[src/rtl/mips16_fetch_exec_core_if.sv]
// mips16_fetch_exec_core_if: imem write port, register-file operands and fetch/decode/execute outputs
// master (driver side): imem_we/imem_waddr/imem_wdata, rd1/rd2 out; pc, ir, wr, controls, alu_out, zero, overflow, halted in
// slave (core side): the same signals with directions reversed
interface mips16_fetch_exec_core_if #(parameter int IMEM_DEPTH = 64);
  logic imem_we;
  logic [$clog2(IMEM_DEPTH)-1:0] imem_waddr;
  logic [15:0] imem_wdata, rd1, rd2, pc, ir, alu_out;
  logic [1:0] wr;
  logic [3:0] alu_control;
  logic reg_dst, alu_src, reg_write, zero, overflow, halted;
  modport master(
    output imem_we, imem_waddr, imem_wdata, rd1, rd2,
    input pc, ir, wr, reg_dst, alu_src, reg_write, alu_control, alu_out, zero, overflow, halted
  );
  modport slave(
    input imem_we, imem_waddr, imem_wdata, rd1, rd2,
    output pc, ir, wr, reg_dst, alu_src, reg_write, alu_control, alu_out, zero, overflow, halted
  );
endinterface

[src/rtl/mips16_fetch_exec_core.sv]
// mips16_fetch_exec_core: instruction memory, PC/halt latch, decoder, operand mux and 16-bit ALU
// Ports: clock (PC on falling edge, memory write on rising edge), reset_n (async active-low),
//   bus (slave modport of mips16_fetch_exec_core_if: imem write port, rd1/rd2 in, fetch/decode/ALU outputs).
// Optional macro ALU_OVERFLOW_EN: drives signed overflow for ADD/SUB; otherwise overflow is tied low.
module mips16_fetch_exec_core #(parameter int IMEM_DEPTH = 64) (
  input logic clock,
  input logic reset_n,
  mips16_fetch_exec_core_if.slave bus
);
  localparam int AW = $clog2(IMEM_DEPTH);
  // Memory is not touched by reset; its power-up image is all-ones (halt opcode).
  logic [15:0] mem_q [IMEM_DEPTH] = '{default: 16'hFFFF};
  logic [15:0] pc_q, pc_d, ir, b, y;
  logic [3:0] ctl;
  logic halted_q, halted_d, r_type, i_type, ovf;
  always_ff @(posedge clock)
    if (bus.imem_we) mem_q[bus.imem_waddr] <= bus.imem_wdata;
  // Fetches past the end of memory read as the halt opcode.
  assign ir = (32'(pc_q[15:1]) < IMEM_DEPTH) ? mem_q[pc_q[AW:1]] : 16'hFFFF;
  always_comb begin
    halted_d = halted_q | (ir == 16'hFFFF);
    pc_d = halted_d ? pc_q : pc_q + 16'd2;
  end
  always_ff @(negedge clock or negedge reset_n)
    if (!reset_n) begin
      pc_q <= '0;
      halted_q <= 1'b0;
    end else begin
      pc_q <= pc_d;
      halted_q <= halted_d;
    end
  assign r_type = ir[15:12] <= 4'd5;
  assign i_type = ir[15:12] == 4'd6;
  always_comb
    case (ir[15:12])
      4'd1: ctl = 4'b0110;
      4'd2: ctl = 4'b0000;
      4'd3: ctl = 4'b0001;
      4'd4: ctl = 4'b1100;
      4'd5: ctl = 4'b0111;
      default: ctl = 4'b0010;
    endcase
  assign b = i_type ? {{8{ir[7]}}, ir[7:0]} : bus.rd2;
  always_comb
    case (ctl)
      4'b0000: y = bus.rd1 & b;
      4'b0001: y = bus.rd1 | b;
      4'b0010: y = bus.rd1 + b;
      4'b0110: y = bus.rd1 - b;
      4'b0111: y = {15'd0, $signed(bus.rd1) < $signed(b)};
      4'b1100: y = ~(bus.rd1 | b);
      default: y = '0;
    endcase
`ifdef ALU_OVERFLOW_EN
  assign ovf = (ctl == 4'b0010 && bus.rd1[15] == b[15] && y[15] != bus.rd1[15]) ||
               (ctl == 4'b0110 && bus.rd1[15] != b[15] && y[15] != bus.rd1[15]);
`else
  assign ovf = 1'b0;
`endif
  assign bus.pc = pc_q;
  assign bus.halted = halted_q;
  assign bus.ir = ir;
  assign bus.reg_dst = r_type;
  assign bus.alu_src = i_type;
  assign bus.reg_write = (r_type | i_type) & ~halted_q;
  assign bus.wr = r_type ? ir[7:6] : ir[9:8];
  assign bus.alu_control = ctl;
  assign bus.alu_out = y;
  assign bus.zero = y == 16'd0;
  assign bus.overflow = ovf;
endmodule

[src/flat_wrapper.sv]
// flat-port wrapper written by rule: the top's interface ports become plain ports
module mips16_fetch_exec_core_flat 
#(parameter int IMEM_DEPTH = 64)
  (clock, reset_n, bus_imem_we, bus_imem_waddr, bus_imem_wdata, bus_rd1, bus_rd2, bus_pc, bus_ir, bus_wr, bus_reg_dst, bus_alu_src, bus_reg_write, bus_alu_control, bus_alu_out, bus_zero, bus_overflow, bus_halted);
  mips16_fetch_exec_core_if #(.IMEM_DEPTH(IMEM_DEPTH)) bus_i ();
  input logic clock;
  input logic reset_n;
  input wire logic [$bits(bus_i.imem_we)-1:0] bus_imem_we;
  input wire logic [$bits(bus_i.imem_waddr)-1:0] bus_imem_waddr;
  input wire logic [$bits(bus_i.imem_wdata)-1:0] bus_imem_wdata;
  input wire logic [$bits(bus_i.rd1)-1:0] bus_rd1;
  input wire logic [$bits(bus_i.rd2)-1:0] bus_rd2;
  output wire logic [$bits(bus_i.pc)-1:0] bus_pc;
  output wire logic [$bits(bus_i.ir)-1:0] bus_ir;
  output wire logic [$bits(bus_i.wr)-1:0] bus_wr;
  output wire logic [$bits(bus_i.reg_dst)-1:0] bus_reg_dst;
  output wire logic [$bits(bus_i.alu_src)-1:0] bus_alu_src;
  output wire logic [$bits(bus_i.reg_write)-1:0] bus_reg_write;
  output wire logic [$bits(bus_i.alu_control)-1:0] bus_alu_control;
  output wire logic [$bits(bus_i.alu_out)-1:0] bus_alu_out;
  output wire logic [$bits(bus_i.zero)-1:0] bus_zero;
  output wire logic [$bits(bus_i.overflow)-1:0] bus_overflow;
  output wire logic [$bits(bus_i.halted)-1:0] bus_halted;
  assign bus_i.imem_we = bus_imem_we;
  assign bus_i.imem_waddr = bus_imem_waddr;
  assign bus_i.imem_wdata = bus_imem_wdata;
  assign bus_i.rd1 = bus_rd1;
  assign bus_i.rd2 = bus_rd2;
  assign bus_pc = bus_i.pc;
  assign bus_ir = bus_i.ir;
  assign bus_wr = bus_i.wr;
  assign bus_reg_dst = bus_i.reg_dst;
  assign bus_alu_src = bus_i.alu_src;
  assign bus_reg_write = bus_i.reg_write;
  assign bus_alu_control = bus_i.alu_control;
  assign bus_alu_out = bus_i.alu_out;
  assign bus_zero = bus_i.zero;
  assign bus_overflow = bus_i.overflow;
  assign bus_halted = bus_i.halted;
  mips16_fetch_exec_core #(.IMEM_DEPTH(IMEM_DEPTH)) u_core (.clock(clock), .reset_n(reset_n), .bus(bus_i));
endmodule
[config.mk]
export PLATFORM = sky130hd
export DESIGN_NAME = mips16_fetch_exec_core_flat
export DESIGN_NICKNAME = d
export VERILOG_FILES = /design/src/rtl/mips16_fetch_exec_core_if.sv /design/src/rtl/mips16_fetch_exec_core.sv /design/src/flat_wrapper.sv
export SDC_FILE = /design/constraint.sdc
export NUM_CORES = 1
export LEC_CHECK = 0
export ABC_AREA = 1
export ABC_CLOCK_PERIOD_IN_PS = 7300
export CORE_ASPECT_RATIO = 1.75
export CORE_MARGIN = 10
export CORE_UTILIZATION = 55
export CTS_BUF_LIST = sky130_fd_sc_hd__clkbuf_8
export DETAILED_ROUTE_END_ITERATION = 8
export PLACE_DENSITY = 0.72
export SYNTH_ARGS = -nofsm -noshare
export SYNTH_HDL_FRONTEND = slang
export SYNTH_SLANG_ARGS = --single-unit
[constraint.sdc]
create_clock -name clock -period 7.3 [get_ports clock]
set_clock_uncertainty 0.1 [all_clocks]
set_input_delay 1.46 -clock clock [delete_from_list [all_inputs] [get_ports clock]]
set_output_delay 1.46 -clock clock [all_outputs]
set_load 0.02 [all_outputs]
==> results.yml <==
synth:
  synth-edff-count: 1024
  syn_area_mm2: 0.0445
  synthCells: 3805
  synth_seq_cells: 1040
  synth_seq_area_share: 0.701
  async_reset_ff_frac: 0.0154
  ys_warn_count: 0
  synth_flop_cell: "edfxtp_1"
  ys_types: 46
  syn-mean-instance-area_um2: 11.7
final_layout:
  final_util: 0.700
  drive_gt1_frac: 0.261
  syn_to_final_growth_pct: 26.0
  fin_area_mm2: 0.0560
  layout.nets: 4509
routing:
  vias_per_cell: 6.05
  ant_nets: 0
  drt_wl_total_um: 136000
  drc_errors: 0
  drt-initial-drc-count: 3733
  vias: 33600
  drt-wirelength-per-cell_um: 24.6
  firstDrtPassIters: 8
floorplan:
  die_height_um: 396
  num_rows: 137
  start_util: 0.555
  core_mm2: 0.0801
  io_pins: 117
  die_w_um: 235
  die_area_mm2: 0.0931
timing:
  worstMarginPinSlew_ps: 863
  fin_worst_hold_slack_ps: 327
  setup_violations: 42
  rsz0062_at_grt: "true"
  fin_ws_ps: -3420
  relSlewSlack: 0.425
  hold_viol_final: 0
  maxSlewViolCount: 0
place:
  placed_area_mm2: 0.0500
  io_buffers: 114
  dp_hpwl_um: 84000
  gp_congestion: 0.951
cts:
  clk_latency_ps: 820
  clk_pin_slew_ps: 50
  cts_made_buffers: 139
  tritoncts: "done"
  clock_path_buffers: 3
  clock-sinks: 1040
  htree_levels: 4
  cts_root_buf: "clkbuf_8"
pwr:
  seq_power_share: 0.302
  p_per_area_mw_per_mm2: 393
  power_switching_uw: 8590
  p_leak_uw: 0.0207
  sw_frac_of_total: 0.390
  combPwrFrac: 0.506
  peakVddDrop_mv: 0.850
  p_clk_frac: 0.192
  p_int_uw: 13500
worst_hold_path:
  worstHoldStart: "u_core.bus.pc[14]"
  hold_class: "register to register"
  hold_depth: 1
  min_to: "u_core.bus.pc[14]"
flow_run:
  maxCapViolCount: 0
grt:
  grt_pass1_vias: 33100
  grt_usage: 0.285
  grt_max_degree: 65
  antenna_found_initial: 2
  grt_pass1_wl_um: 201000
  globalRoute.totalOverflow: 0
critical_path:
  worstPathArrival_ps: 9160
  crit_type: "register to primary output"
  r2r_end: "u_core.bus.pc[3]"
  cpMostUsedCell: "buf_6"
  reg2reg_depth: 15
  cp-end-kind: "primary output"
  worstReg2RegStart: "u_core.mem_q[2][8]"
  reg2reg_slack_ps: 610
  cp_slowest_cell: "dfrtn_1"
  slowest_delay_ps: 470
  critPathLaunchType: "register"
  required_ps: 5740
  crit_fanout: 16
  critPathBufInv: 12
  cp_top_family: "simple AND/OR/NAND/NOR gates"
status:
  violations: "setup timing"
  outcome: "complete, but fails checks"
-- worst max path at each step --
stage | startpoint | depth (start not counted) | to | slack (ps)
after detailed placement | u_core.bus.pc[1] | 29 | bus_zero | -3570
final | u_core.bus.pc[1] | 28 | bus_alu_out[12] | -3420
after global placement | u_core.bus.pc[1] | 29 | bus_zero | -3570
after global routing | u_core.bus.pc[1] | 35 | bus_zero | -3680
after CTS | u_core.bus.pc[1] | 36 | bus_zero | -3340
after floorplan | u_core.bus.pc[1] | 32 | bus_zero | -2310
-- routing by layer --
layer  wire, um  up-vias  GRT usage  share of wire
met2      69700     1922      0.496           0.51
met5         13        -          0       0.000095
met1      45600    16300      0.307           0.33
met3      10400      538     0.0494          0.076
met4      10600        2      0.212          0.078
li1           -    14800          -              -
-- cell type report --
cell class,count,area (um^2)
Clock buffer,146,2010
Clock inverter,102,623
Tap cell,1042,1300
Inverter,208,836
Sequential cell,1040,31100
Timing Repair Buffer,691,6850
Antenna cell,3,7.51
Multi-Input combinational cell,2318,13200
Timing Repair inverter,2,28.8
Fill cell,5261,24000
-- flip-flops by register name, indices dropped and copies added, names as in the netlist --
register / count
u_core.bus.halted: 1
u_core.mem_q: 1024
u_core.bus.pc: 15
-- cells by family (layout without fill, tap and decap cells) --
group,count (synthesis),count (layout),synth area share
xor gates and xnor gates,20,20,0.00394
DFF,1040,1040,0.701
and+or+nand+nor,1490,1490,0.139
AOI/OAI and AO/OA,753,753,0.0968
buffers and inverters,448,1149,0.0445
adders and majority gates,52,52,0.0150
other,1,5,0.0000843
muxes,1,1,0.000225
-- synth_stat cells, types with 17 or more instances --
| cell type | number | share of area |
|---|---|---|
| a21oi_1 | 58 | 0.0065 |
| buf_2 | 87 | 0.0098 |
| buf_4 | 17 | 0.0029 |
| clkbuf_1 | 113 | 0.0095 |
| edfxtp_1 | 1024 | 0.69 |
| ha_1 | 50 | 0.014 |
| inv_1 | 195 | 0.016 |
| nand2_1 | 547 | 0.046 |
| nand3_1 | 234 | 0.026 |
| nand4_1 | 56 | 0.0079 |
| nor2_1 | 606 | 0.051 |
| o211ai_1 | 29 | 0.0049 |
| o21ai_0 | 424 | 0.048 |
| o21ai_1 | 35 | 0.0039 |
| o221ai_1 | 68 | 0.013 |
| o22ai_1 | 116 | 0.016 |
| xor2_1 | 18 | 0.0035 |
-- cells in the final DEF, fill, tap and decap left out, types with 8 or more instances in the layout --
cell type / instances
nor2_1: 569
o22ai_1: 112
a21oi_4: 8
xor2_1: 18
buf_8: 14
inv_1: 226
nand3_2: 61
bufbuf_16: 9
buf_16: 16
edfxtp_1: 1024
inv_2: 23
o21ai_1: 53
buf_2: 18
o221ai_1: 54
nand3_1: 149
buf_6: 91
o21ai_0: 363
buf_4: 441
clkdlybuf4s50_1: 53
o221ai_2: 14
a21oi_2: 21
buf_12: 43
nor2_2: 26
o211ai_1: 29
nand3_4: 27
a21oi_1: 31
ha_4: 13
nand2_4: 16
dfrtn_1: 16
clkbuf_8: 146
nor4_2: 8
nand2_2: 44
nor2_4: 20
nand4_1: 56
clkinv_1: 25
o21ai_2: 36
clkinv_2: 13
nand2_1: 489
ha_1: 36
-- metrics by stage --
stage	instances	setup TNS, ps	total power, uW	setup slack (ps)
6_report	5552	-83100	22000	-3420
5_1_grt	5550	-89360	22900	-3680
4_1_cts	5529	-80660	21300	-3340
3_5_place_dp	5200	-75260	15800	-3570
3_3_place_gp	5200	-74080	15700	-3570
2_1_floorplan	3806	-30950	11200	-2310
-- what timing repair did --
action | in CTS | in global routing
endpoints found under the setup margin | 46 | 43
hold buffers | 0 | 0
setup buffers | 63 | 23
gates cloned | 21 | 2
pin swaps | 133 | 106
endpoints found under the hold margin | 0 | 0
resized for setup | 574 | 198
-- power groups by stage --
stage               registers [uW]  clock network (uW)  logic (uW)
floorplan                     6790                   0        4400
global placement              6770                   0        8940
detailed placement            6780                   0        9000
CTS                           6650                4260       10400
global route                  6650                4520       11800
finish                        6650                4240       11200
-- worst reg2reg max path, delay by kind of cell (launching register included) --
kind                   cells  cell delay [ps]
buffers and inverters      2              400
flip-flops                 1              370
AND/OR/NAND/NOR           11             1450
AO/OA/AOI/OAI              2              460
Power figures use the tool's default switching activity.
